File: src/rtl/fetch_unit.sv
// fetch_unit: sequential PC generator, in-order imem requests, prefetch FIFO.
// Optional macro FETCH_MISALIGN_FAULT_EN: misaligned redirect halts fetch and queues a fault entry.

module fetch_unit #(
   parameter int              XLEN     = 32,
   parameter int              DEPTH    = 4,
   parameter logic [XLEN-1:0] RESET_PC = '0
) (
   input  logic            clk,
   input  logic            rst,
   output logic            imem_req_valid,
   input  logic            imem_req_ready,
   output logic [XLEN-1:0] imem_req_addr,
   input  logic            imem_rsp_valid,
   input  logic [XLEN-1:0] imem_rsp_data,
   input  logic            redirect_valid,
   input  logic [XLEN-1:0] redirect_pc,
   output logic            out_valid,
   input  logic            out_ready,
   output logic [XLEN-1:0] out_pc,
   output logic [XLEN-1:0] out_instr,
   output logic            out_fault
);

   localparam int          CW    = $clog2(DEPTH + 1);
   localparam int          PW    = $clog2(DEPTH);
   localparam logic [CW:0] LIMIT = (CW + 1)'(DEPTH);

   logic [XLEN-1:0] fetch_pc;
   logic [XLEN-1:0] rsp_pc;
   logic [XLEN-1:0] tgt_pc;
   logic [XLEN-1:0] fifo_pc    [DEPTH];
   logic [XLEN-1:0] fifo_instr [DEPTH];
   logic [PW-1:0]   wr_ptr;
   logic [PW-1:0]   rd_ptr;
   logic [CW-1:0]   count;
   logic [CW-1:0]   outstanding;
   logic [CW-1:0]   outstanding_next;
   logic [CW-1:0]   drop;
   logic [CW:0]     in_use;
   logic            halted;
   logic            fault_pend;
   logic            acc;
   logic            live_rsp;
   logic            push;
   logic            pop;
   logic [XLEN-1:0] push_pc;
   logic [XLEN-1:0] push_instr;

   assign in_use = {1'b0, count} + {1'b0, outstanding};

   // gated by rst so nothing is requested while reset is held
   assign imem_req_valid = !rst && !halted && (in_use < LIMIT);
   assign imem_req_addr  = fetch_pc;

   assign acc      = imem_req_valid && imem_req_ready;
   assign live_rsp = imem_rsp_valid && (drop == '0) && !redirect_valid;
   assign push     = live_rsp || (fault_pend && !redirect_valid);
   assign pop      = out_valid && out_ready && !redirect_valid;

   assign outstanding_next = outstanding + CW'(acc) - CW'(imem_rsp_valid);

   // a pending fault entry never coincides with a live response:
   // everything in flight at the redirect is marked for dropping
   assign push_pc    = fault_pend ? fetch_pc : rsp_pc;
   assign push_instr = fault_pend ? '0 : imem_rsp_data;

   assign out_valid = (count != '0);
   assign out_pc    = out_valid ? fifo_pc[rd_ptr] : '0;
   assign out_instr = out_valid ? fifo_instr[rd_ptr] : '0;

`ifdef FETCH_MISALIGN_FAULT_EN
   logic tgt_bad;
   logic fifo_fault [DEPTH];

   assign tgt_bad   = |redirect_pc[1:0];
   assign tgt_pc    = redirect_pc;
   assign out_fault = out_valid && fifo_fault[rd_ptr];

   // halt on a misaligned target and queue its fault entry next cycle
   always_ff @(posedge clk) begin
      if (rst) begin
         halted     <= 1'b0;
         fault_pend <= 1'b0;
      end else if (redirect_valid) begin
         halted     <= tgt_bad;
         fault_pend <= tgt_bad;
      end else begin
         fault_pend <= 1'b0;
      end
   end

   // fault marker storage alongside the FIFO payload
   always_ff @(posedge clk) begin
      if (push) begin
         fifo_fault[wr_ptr] <= fault_pend;
      end
   end
`else
   assign halted     = 1'b0;
   assign fault_pend = 1'b0;
   assign tgt_pc     = redirect_pc & ~XLEN'(3);
   assign out_fault  = 1'b0;
`endif

   // PC, in-flight bookkeeping and FIFO occupancy
   always_ff @(posedge clk) begin
      if (rst) begin
         fetch_pc    <= RESET_PC;
         rsp_pc      <= RESET_PC;
         count       <= '0;
         outstanding <= '0;
         drop        <= '0;
         wr_ptr      <= '0;
         rd_ptr      <= '0;
      end else begin
         outstanding <= outstanding_next;
         if (redirect_valid) begin
            fetch_pc <= tgt_pc;
            rsp_pc   <= tgt_pc;
            drop     <= outstanding_next;
            count    <= '0;
            wr_ptr   <= '0;
            rd_ptr   <= '0;
         end else begin
            if (acc) begin
               fetch_pc <= fetch_pc + XLEN'(4);
            end
            if (imem_rsp_valid && (drop != '0)) begin
               drop <= drop - CW'(1);
            end
            if (live_rsp) begin
               rsp_pc <= rsp_pc + XLEN'(4);
            end
            if (push) begin
               wr_ptr <= wr_ptr + PW'(1);
            end
            if (pop) begin
               rd_ptr <= rd_ptr + PW'(1);
            end
            count <= count + CW'(push) - CW'(pop);
         end
      end
   end

   // FIFO payload, no reset needed: outputs are masked while empty
   always_ff @(posedge clk) begin
      if (push) begin
         fifo_pc[wr_ptr]    <= push_pc;
         fifo_instr[wr_ptr] <= push_instr;
      end
   end

endmodule

File: config.mk
export PLATFORM = sky130hd
export DESIGN_NAME = fetch_unit
export DESIGN_NICKNAME = d
export VERILOG_FILES = /design/src/rtl/fetch_unit.sv
export SDC_FILE = /design/constraint.sdc
export NUM_CORES = 1
export LEC_CHECK = 0
export CAP_MARGIN = 20
export CORE_MARGIN = 4
export CORE_UTILIZATION = 50
export CTS_CLUSTER_DIAMETER = 30
export DETAILED_ROUTE_END_ITERATION = 12
export PLACE_DENSITY = 0.73
export SLEW_MARGIN = 20
export SYNTH_ARGS = -nofsm -noshare
export SYNTH_HDL_FRONTEND = slang
export SYNTH_SLANG_ARGS = --single-unit
File: constraint.sdc
create_clock -name clk -period 4.05 [get_ports clk]
set_input_delay 1.0125 -clock clk [delete_from_list [all_inputs] [get_ports clk]]
set_output_delay 1.0125 -clock clk [all_outputs]
set_load 0.005 [all_outputs]
### Yosys cells after proc, flatten, opt, wreduce, memory -nomap -nowiden

Memory sizes are Yosys's and may differ from the RTL's. A register that Yosys moved wholly into a read port is not among the register bits.
Index checks and enable logic that the tools add are counted.

| storage, ports and cells | value |
|---|---|
| register bits after elaboration | 77 |
| input bits | 70 |
| memory bits (writable) | 256 |
| output and inout bits | 99 |
| memories kept | 2 |

| cells by class | value |
|---|---|
| mux-type cells | 14 |
| order comparisons | 1 |
| reductions and logical operators | 16 |
| add/sub/neg operators | 10 |

Memories:

| name | depth | width | rd ports | clocked after Yosys merged registers in | wr ports | line | source |
|---|---|---|---|---|---|---|---|
| fifo_instr | 4 | 32 | 1 | 1 | 1 | 33 | `logic [XLEN-1:0] fifo_instr [DEPTH];` |
| fifo_pc | 4 | 32 | 1 | 1 | 1 | 32 | `logic [XLEN-1:0] fifo_pc [DEPTH];` |

Operator list:

| cell | number |
|---|---|
| $mux 32 | 6 |
| $add 32x3->32 const B | 2 |
| $mux 2 | 4 |
| $logic_and 1x1->1 | 7 |
| $add 3x1->3 | 2 |
| $mux 3 | 2 |
| $reduce_bool 2->1 | 3 |
| $reduce_bool 3->1 | 2 |
| $sub 3x1->3 | 2 |
| $add 2x1->2 const B | 2 |
| $add 3x3->4 | 1 |
| $lt 4x3->1 const B | 1 |
| $logic_not 3->1 | 1 |
| $sub 3x1->3 const B | 1 |
| $logic_not 1->1 | 2 |
| $mux 1 | 2 |
| $reduce_or 2->1 | 1 |

### Logic depth before layout (Yosys ltp)

Gate-level depths: netlist of run 1.

| depth | value |
|---|---|
| depth after elaboration | 7 |
| depth in mapped cells | 15 |
| mapped depth without buffers | 13 |

### Worst setup path before layout of run 1

OpenSTA, ideal clock, no wires.

| path | value |
|---|---|
| path kind | input to register |
| start | in redirect_valid |
| end | mem fifo_instr[0][0] (enable) |
| path slack | 0.410 ns |
| arrival time | 3.213 ns |
| library setup time | 0.427 ns |
| stages on the path | 4 |
| data required time | 3.623 ns |
| buffers on the path | 2 |
| cells stage by stage | inv_2 > clkbuf_1 > clkbuf_1 > and3_1 |

| between the ends | value |
|---|---|
| cells in the longest elaborated chain, start to end | 4 |

RTL lines:

| item | line | source |
|---|---|---|
| start: declaration | 16 | `input logic redirect_valid,` |
| $logic_not 1->1 | 57 | `assign live_rsp = imem_rsp_valid && (drop == '0) && !redirect_valid;` |
| $logic_and 1x1->1 | 57 |  |
| $mux 1 | 148 | `if (push) begin` |
| $mux 1 (implied by the code) | 150 | `fifo_instr[wr_ptr] <= push_instr;` |
| end: declaration | 33 |  |

Every way passes these cells.

==> results.py, run 1 <==
metrics = {
    "synthesis": {
        "seq_area_frac_synth": 0.646,
        "yosys.cell_count.top_type": "edfxtp_1",
        "synth_common_cells": "edfxtp_1, dfxtp_1, and2_1",
        "ys_warn_count": 0,
        "ys_ff_latch": 323,
        "synth_top_area_cell": "edfxtp_1",
        "synth.cell_area_um2": 13800,
        "synth_area_leaders": "edfxtp_1, dfxtp_1, mux4_2",
        "avgSynthCellArea_um2": 14.5,
        "synth_ff_type": "edfxtp_1",
        "async_flop_share": 0,
        "synth_edf_count": 248,
        "yosysTopAreaCellShare": 0.538,
        "synth_cells": 956,
        "ys_types": 58,
    },
    "layout": {
        "syn2layout_area_growth_pct": 28.8,
        "final_nets": 1225,
        "insertedDiodeCount": 0,
        "fillers": 1898,
        "multi_input_area_um2": 4500,
        "regArea_um2": 8950,
        "finalNonFillerCells": 1559,
        "drive_above_1_share": 0.174,
    },
    "setup_path": {
        "cp_num_buf_inv": 2,
        "r2r_end": "count[2]",
        "cp-end-kind": "primary output",
        "cp-start-kind": "flip-flop",
        "critPathKind": "flip-flop to primary output",
        "r2r-start": "count[1]",
        "crit_chain": "buf_4 > mux4_2 > and2_1 > clkdlybuf4s50_1",
        "crit_family": "buffers and inverters",
        "slowest_stage": "dfxtp_4",
        "crit_path_max_fanout": 26,
        "reg2reg_depth": 10,
        "cp_slowest_stage_delay_ns": 0.69,
        "regToRegSetupSlack_ns": 0.99,
        "critical_path_arrival_ns": 2.77,
        "cp.required_ns": 3.04,
    },
    "routing": {
        "route.detailed.drc": 0,
        "vias": 8783,
        "viasPerCell": 5.63,
        "routedWlPerCell_um": 19.2,
        "drt_pass1_iterations": 5,
        "postRouteAntennaNets": 0,
        "wirelength_mm": 30.0,
        "dr.first_iter.drc_count": 835,
    },
    "grt": {
        "grt_pass1_wl_mm": 48.0,
        "grt_max_degree": 75,
        "grt_pass1_vias": 8801,
        "antenna_found_initial": 0,
        "overflow": 0,
        "grt_usage": 0.197,
    },
    "timing": {
        "min_period_ns": 3.78,
        "rsz0062_at_grt": "no",
        "setup_violations": 0,
        "slew_headroom": 0.486,
        "maxSlewViolCount": 0,
        "skew_ns": 0.0303,
        "fin_setup_tns_ns": 0,
        "hold_viol_final": 0,
        "min_period_over_period": 0.934,
        "worst_hold_slack_ns": 0.503,
        "fin_ws_ns": 0.268,
        "max_freq_ghz": 0.264,
        "tightest_slew_ns": 0.771,
    },
    "clock_tree": {
        "holdBufCountCts": 0,
        "clockRootBuffer": "clkbuf_16",
        "clk_pin_slew_worst_paths_ns": 0.05,
        "cts-buffers-inserted": 56,
        "cts.htree.levels": 2,
        "cts.sinks": 323,
        "cts_setup_buffers": 0,
        "cts_tree": "done",
        "clockBufferDepth": 3,
        "cts-resized-gates": 0,
        "clkLatencyLatePin_ns": 0.56,
    },
    "floorplan": {
        "ioPinCount": 169,
        "die_h_um": 174,
        "die_x_um": 174,
        "rows": 60,
        "start_util": 0.511,
        "die-area_um2": 30400,
        "core_area_um2": 27100,
    },
    "place": {
        "place_hpwl_mm": 18.7,
        "preCtsSetupSlack_ns": 0.434,
        "placed_cells": 1453,
        "gp_congestion": 0.864,
        "numPortBuffers": 161,
    },
    "worst_hold_path": {
        "holdPathStages": 2,
        "min_to": "wr_ptr[1]",
        "hp-start": "wr_ptr[1]",
        "hold_path.class": "flip-flop to flip-flop",
    },
    "power_and_ir_drop": {
        "p_total_mw": 9.22,
        "leakagePower_nw": 5.99,
        "p_per_area_nw_per_um2": 517,
        "peakVddDrop_mv": 0.372,
    },
    "job": {
        "maxCapViolations": 0,
    },
    "status": {
        "status": "finished clean",
    },
}
==> worst max-delay path by stage <==
| stage | slack [ns] | end | depth (start not counted) | from |
|---|---|---|---|---|
| floorplan | 0.41 | fifo_instr[0][0] | 4 | redirect_valid |
| global placement | 0.45 | drop[2] | 13 | rst |
| detailed placement | 0.43 | drop[2] | 13 | rst |
| CTS | 0.18 | out_instr[16] | 4 | flip-flop |
| global route | 0.08 | out_instr[29] | 4 | flip-flop |
| finish | 0.27 | out_instr[29] | 4 | flip-flop |
==> registers in the layout, summed over array words and instances (netlist names), named ones only <==
| signal | cells |
|---|---|
| fifo_instr | 128 |
| fifo_pc | 120 |
| imem_req_addr | 30 |
| push_pc | 30 |
| count | 3 |
| drop | 3 |
| outstanding | 3 |
| rd_ptr | 2 |
| wr_ptr | 2 |
==> layout by cell type (no fill, tap or decap), drive strengths merged, types with 22 or more instances in the layout <==
master,instances
edfxtp,248
clkdlybuf4s50,160
dfxtp,75
and2,68
mux4,62
clkbuf,62
inv,56
nand2,46
nor2,39
nand4,30
a21oi,28
o31a,26
nor4,25
a211oi,24
and3,22
==> final cells by class <==
class	instances	share of cell area
Inverter	39	0.00820
Timing Repair Buffer	180	0.102
Clock inverter	44	0.0253
Multi-Input combinational cell	539	0.252
Clock buffer	62	0.0839
Sequential cell	323	0.502
Tap cell	372	0.0261
==> where the power goes <==
group / total (mW) / switching [mW] / internal [mW]
Sequential: 3.83 / 0.114 / 3.72
Combinational: 0.684 / 0.320 / 0.363
Clock: 4.71 / 1.67 / 3.04
Total: 9.22 / 2.10 / 7.12
==> logic make-up (layout without fill, tap and decap cells) <==
group	count (synthesis)	count (layout)	synth area share
flops	323	323	0.646
simple gates	303	303	0.124
compound gates	133	133	0.0703
buf+inv	98	325	0.0301
mux	62	62	0.101
xor+xnor	20	20	0.0126
fa+ha+maj	16	16	0.0155
other cells	1	5	0.000271
==> worst register-to-register path: cells and delay by family, from the launching register on <==
kind,cells,cell delay [ns]
buf+inv,2,0.37
flops,1,0.35
xor+xnor,2,0.32
fa+ha+maj,3,0.84
simple gates,3,1.08
==> per-stage QoR <==
| step | area (µm²) | util |
|---|---|---|
| final | 17800 | 0.658 |
| after global routing | 17800 | 0.658 |
| after CTS | 17800 | 0.658 |
| after detailed placement | 15900 | 0.586 |
| after global placement | 15900 | 0.586 |
| after floorplan | 13900 | - |
==> per-layer routing <==
layer | part of all wire | up-vias | global-route usage
li1 | - | 4115 | -
met1 | 0.45 | 4296 | 0.282
met2 | 0.46 | 331 | 0.308
met3 | 0.072 | 41 | 0.0441
met4 | 0.015 | 0 | 0.0531
met5 | 0 | - | 0
Power figures use the tool's default switching activity.
==> run 2: changes to the inputs <==
--- a/config.mk
+++ b/config.mk
@@ -6,6 +6,7 @@
 export NUM_CORES = 1
 export LEC_CHECK = 0
 export CAP_MARGIN = 20
+export CORE_ASPECT_RATIO = 1.2
 export CORE_MARGIN = 4
 export CORE_UTILIZATION = 50
 export CTS_CLUSTER_DIAMETER = 30
==> run 2 against run 1 <==
Critical path depth did not move. Via count rose by 1.1%. Count of clock-buffer cells in the layout fell by 3. Maximum frequency rose by 3.5%. Critical path type unchanged. Critical endpoint is now out_pc[25]. Largest cell class unchanged. Highest routed layer unchanged.
==> results.py, run 2 (synthesis gave the netlist of run 1 again) <==
metrics = {
    "timing": {
        "slew_headroom": 0.424,
        "skew_ns": 0.0230,
        "max_freq_ghz": 0.274,
        "rsz0062_at_grt": "no",
        "min_period_ns": 3.65,
        "hold_viol_final": 0,
        "setup_violations": 0,
        "fin_setup_tns_ns": 0,
        "min_period_over_period": 0.902,
        "tightest_slew_ns": 0.864,
        "fin_ws_ns": 0.396,
        "maxSlewViolCount": 0,
    },
    "setup_path": {
        "critical_path_arrival_ns": 2.64,
        "cp_slowest_stage_delay_ns": 0.59,
        "crit_chain": "buf_12 > mux4_2 > and2_1 > clkdlybuf4s50_1",
        "slowest_stage": "dfxtp_4",
        "regToRegSetupSlack_ns": 1.07,
        "critPathKind": "flip-flop to primary output",
        "cp.required_ns": 3.04,
        "crit_family": "buffers and inverters",
        "cp-start-kind": "flip-flop",
        "cp_num_cells": 4,
        "reg2reg_depth": 10,
        "cp-end-kind": "primary output",
        "cp_num_buf_inv": 2,
        "crit_path_max_fanout": 26,
    },
    "layout": {
        "final_nets": 1221,
        "drive_above_1_share": 0.170,
        "syn2layout_area_growth_pct": 28.7,
        "layout_commonest_cell": "edfxtp_1",
        "fin_area_um2": 17800,
        "largest_reg_flops": 128,
        "largest_registers": "fifo_instr: 128 flops, fifo_pc: 120 flops",
        "insertedDiodeCount": 0,
        "layout_common_cells": "edfxtp_1, clkdlybuf4s50_1, dfxtp_1, and2_1, mux4_2",
        "finalNonFillerCells": 1521,
        "regMostFlops": "fifo_instr",
    },
    "routing": {
        "drt_pass1_iterations": 6,
        "routedWlPerCell_um": 20.1,
        "vias": 8879,
        "route.detailed.drc": 0,
        "wirelength_mm": 30.6,
        "dr.first_iter.drc_count": 700,
        "postRouteAntennaNets": 0,
        "viasPerCell": 5.84,
    },
    "place": {
        "place_hpwl_mm": 18.8,
        "numPortBuffers": 161,
        "placed_cells": 1419,
        "gp_congestion": 0.827,
        "preCtsSetupSlack_ns": 0.349,
        "place_area_um2": 15900,
    },
    "clock_tree": {
        "cts_tree": "done",
        "cts-buffers-inserted": 54,
        "clockBufferDepth": 3,
        "cts_setup_buffers": 0,
        "clockRootBuffer": "clkbuf_16",
        "cts-resized-gates": 0,
        "clkLatencyLatePin_ns": 0.56,
        "cts.sinks": 323,
        "clk_pin_slew_worst_paths_ns": 0.06,
        "cts.htree.levels": 2,
        "holdBufCountCts": 0,
    },
    "floorplan": {
        "die_h_um": 190,
        "ioPinCount": 169,
        "start_util": 0.510,
        "core_area_um2": 27200,
        "die_x_um": 160,
        "rows": 66,
        "die-area_um2": 30400,
    },
    "grt": {
        "antenna_found_initial": 0,
        "grt_max_degree": 85,
        "grt_usage": 0.201,
        "overflow": 0,
        "grt_pass1_wl_mm": 49.2,
        "grt_pass1_vias": 9080,
    },
    "power_and_ir_drop": {
        "peakVddDrop_mv": 0.319,
        "p_sw_frac": 0.233,
        "switchingPower_mw": 2.15,
        "p_per_area_nw_per_um2": 519,
        "p_total_mw": 9.26,
        "pwr-share-seq": 0.414,
        "combPwrFrac": 0.074,
        "leakagePower_nw": 5.98,
        "internal_power_mw": 7.10,
        "p_clk_frac": 0.513,
    },
    "status": {
        "status": "finished clean",
    },
    "worst_hold_path": {
        "holdPathStages": 2,
        "hold_path.class": "flip-flop to flip-flop",
    },
    "job": {
        "maxCapViolations": 0,
    },
}
==> run 2: changes by cell type in the layout (fill, tap and decap cells not counted) <==
cell,change
buf_4,-6
clkinv_2,-6
inv_8,+6
buf_12,+4
clkinv_4,+4
inv_6,-4
clkbuf_16,-2
clkinvlp_4,-2
bufinv_16,+1
clkbuf_8,-1
==> run 2: worst reg2reg max path, stage by stage, from the launching register on <==
cell	delay (ns)
dfxtp_1	0.35
or3_2	0.78
buf_12	0.29
and3_1	0.22
ha_1	0.27
inv_1	0.04
ha_1	0.19
fa_1	0.38
xnor2_1	0.18
xnor2_1	0.14
nor2_1	0.05
==> run 2: path summary, 6_finish.rpt <==
path | start | to
max | flip-flop | out_pc[25]
max reg2reg | count[1] | count[2]
min reg2reg | wr_ptr[1] | wr_ptr[1]
min | wr_ptr[1] | wr_ptr[1]
==> run 2: final cells by class <==
| cell class | count | area [µm²] |
|---|---|---|
| Fill cell | 1961 | 9340 |
| Timing Repair Buffer | 178 | 1860 |
| Inverter | 39 | 146 |
| Multi-Input combinational cell | 539 | 4500 |
| Clock buffer | 59 | 1430 |
| Clock inverter | 43 | 504 |
| Tap cell | 340 | 425 |
| Sequential cell | 323 | 8950 |
==> run 2: power groups by stage <==
| stage | sequential (mW) | combinational (mW) | clock [mW] |
|---|---|---|---|
| after floorplan | 3.86 | 0.392 | 0 |
| final | 3.83 | 0.683 | 4.74 |
| after CTS | 3.83 | 0.695 | 4.82 |
| after global routing | 3.84 | 0.758 | 4.98 |
| after global placement | 3.88 | 0.677 | 0 |
| after detailed placement | 3.89 | 0.689 | 0 |
==> run 2: metal layers <==
layer  global-route usage  vias up  wire, µm
met2                0.337      361     15000
met4               0.0632        0       687
met1                0.267     4366     12700
li1                     -     4096         -
met5                    0        -         0
met3               0.0422       56      2130
==> run 2: stage by stage <==
step / hold slack (ns) / util
6_report: 0.499 / 0.656
5_1_grt: 0.532 / 0.656
4_1_cts: 0.501 / 0.656
3_5_place_dp: 0.493 / 0.585
3_3_place_gp: 0.485 / 0.585
2_1_floorplan: 0.469 / -
==> run 3: changes to the inputs <==
==> constraint.sdc (replaced) <==
create_clock -name clk -period 4.3 [get_ports clk]
set_input_delay 1.075 -clock clk [delete_from_list [all_inputs] [get_ports clk]]
set_output_delay 1.075 -clock clk [all_outputs]
set_load 0.005 [all_outputs]
==> run 3 against run 2 <==
Global-route usage fell by 0.42 points. Clock skew fell by 0.0075 ns. Combinational power fell by 6.6%. Count of clock-buffer cells in the layout down 6. Sequential power shrank 5.7%. Clock power down 17%. Worst hold slack better by 0.011 ns. Critical endpoint is now out_instr[15]. Largest cell class unchanged.
==> results.py, run 3 (synthesis gave the netlist of run 1 again) <==
metrics = {
    "layout": {
        "syn2layout_area_growth_pct": 26.5,
        "layout_commonest_cell": "edfxtp_1",
        "drive_above_1_share": 0.162,
        "insertedDiodeCount": 0,
        "layout_common_cells": "edfxtp_1, clkdlybuf4s50_1, dfxtp_1, and2_1, mux4_2",
        "largest_reg_flops": 128,
        "fin_area_um2": 17500,
        "fillers": 1977,
        "largest_registers": "fifo_instr: 128 flops, fifo_pc: 120 flops",
        "final_nets": 1215,
        "regMostFlops": "fifo_instr",
    },
    "timing": {
        "min_period_ns": 3.81,
        "tightest_slew_ns": 0.987,
        "setup_violations": 0,
        "slew_headroom": 0.342,
        "rsz0062_at_grt": "no",
        "min_period_over_period": 0.886,
        "max_freq_ghz": 0.263,
        "maxSlewViolCount": 0,
        "skew_ns": 0.0155,
        "fin_setup_tns_ns": 0,
        "hold_viol_final": 0,
    },
    "floorplan": {
        "die_h_um": 190,
        "start_util": 0.510,
        "die-area_um2": 30400,
        "ioPinCount": 169,
        "die_x_um": 160,
        "rows": 66,
        "core_area_um2": 27200,
    },
    "routing": {
        "vias": 8859,
        "viasPerCell": 5.87,
        "routedWlPerCell_um": 19.8,
        "drt_pass1_iterations": 5,
        "route.detailed.drc": 0,
        "wirelength_mm": 29.9,
        "dr.first_iter.drc_count": 691,
        "postRouteAntennaNets": 0,
    },
    "power_and_ir_drop": {
        "pwr-share-seq": 0.442,
        "p_clk_frac": 0.480,
        "p_sw_frac": 0.229,
        "leakagePower_nw": 5.85,
        "p_total_mw": 8.17,
        "internal_power_mw": 6.29,
        "peakVddDrop_mv": 0.340,
        "combPwrFrac": 0.078,
        "switchingPower_mw": 1.87,
        "p_per_area_nw_per_um2": 466,
    },
    "status": {
        "status": "finished clean",
    },
    "grt": {
        "grt_max_degree": 85,
        "grt_usage": 0.197,
        "grt_pass1_vias": 9091,
        "grt_pass1_wl_mm": 48.3,
        "overflow": 0,
        "antenna_found_initial": 0,
    },
    "setup_path": {
        "cp.required_ns": 3.22,
        "r2r_end": "drop[2]",
        "cp-start-kind": "flip-flop",
        "critPathKind": "flip-flop to primary output",
        "crit_path_max_fanout": 31,
        "cp-end-kind": "primary output",
        "reg2reg_depth": 13,
        "regToRegSetupSlack_ns": 1.19,
        "r2r-start": "count[1]",
        "critical_path_arrival_ns": 2.73,
    },
    "clock_tree": {
        "clockBufferDepth": 3,
        "cts.sinks": 323,
        "cts.htree.levels": 2,
        "clkLatencyLatePin_ns": 0.54,
        "clk_pin_slew_worst_paths_ns": 0.06,
        "cts_tree": "done",
        "cts_setup_buffers": 0,
        "clockRootBuffer": "clkbuf_16",
        "holdBufCountCts": 0,
        "cts-resized-gates": 0,
        "cts-buffers-inserted": 49,
    },
    "worst_hold_path": {
        "min_to": "wr_ptr[1]",
        "holdPathStages": 2,
        "hold_path.class": "flip-flop to flip-flop",
        "hp-start": "wr_ptr[1]",
    },
    "place": {
        "place_area_um2": 15800,
        "numPortBuffers": 161,
        "place_hpwl_mm": 19.1,
        "gp_congestion": 0.847,
    },
    "job": {
        "maxCapViolations": 0,
    },
}
[run 3: cell count changes in the layout (fill, tap and decap cells not counted)]
cell / change
buf_4: +2
bufinv_16: -2
clkinv_4: -1
clkbuf_16: -6
buf_12: -3
inv_6: +2
clkinv_2: +4
inv_8: -7
[run 3: area by class of cell]
cell class | count | area [µm²] | share of cell area
Timing Repair Buffer | 177 | 1810 | 0.104
Tap cell | 340 | 425 | 0.0243
Multi-Input combinational cell | 539 | 4500 | 0.257
Clock inverter | 39 | 394 | 0.0225
Clock buffer | 53 | 1280 | 0.0733
Sequential cell | 323 | 8950 | 0.511
Inverter | 39 | 146 | 0.00835
[run 3: metrics by stage]
| step | setup WS, ns | cells | util | hold WS [ns] |
|---|---|---|---|---|
| final | 0.491 | 1510 | 0.645 | 0.509 |
| after floorplan | 0.598 | 960 | - | 0.469 |
| after global routing | 0.301 | 1510 | 0.645 | 0.550 |
| after detailed placement | 0.362 | 1418 | 0.583 | 0.509 |
| after global placement | 0.406 | 1418 | 0.583 | 0.485 |
| after CTS | 0.390 | 1510 | 0.645 | 0.517 |
[run 3: layer usage]
metal / wire [µm] / global-route usage / part of all wire
met1: 12200 / 0.256 / 0.41
met3: 2190 / 0.0411 / 0.073
met4: 613 / 0.0616 / 0.021
met5: 0 / 0 / 0
met2: 14900 / 0.336 / 0.50
[run 3: how the worst max path moves through the flow]
stage	from	endpoint	slack, ns	depth (start not counted)
after CTS	flip-flop	out_instr[29]	0.39	4
after global routing	flip-flop	out_instr[29]	0.30	4
after detailed placement	rst	drop[2]	0.36	13
final	flip-flop	out_instr[15]	0.49	4
after floorplan	redirect_valid	fifo_instr[0][0]	0.60	4
after global placement	rst	drop[2]	0.41	13
[run 3: power groups by stage]
stage,Clock (mW),Sequential [mW],Combinational [mW]
2_1_floorplan,0,3.64,0.369
3_3_place_gp,0,3.66,0.631
4_1_cts,4.01,3.60,0.647
6_report,3.92,3.61,0.638
3_5_place_dp,0,3.67,0.642
5_1_grt,4.16,3.62,0.705
[run 3: worst max-delay path, cell delays in order, from the launching register on]
cell and delay [ns]:
dfxtp_4 0.66, buf_12 0.33, mux4_2 0.55, and2_1 0.19, clkdlybuf4s50_1 0.45
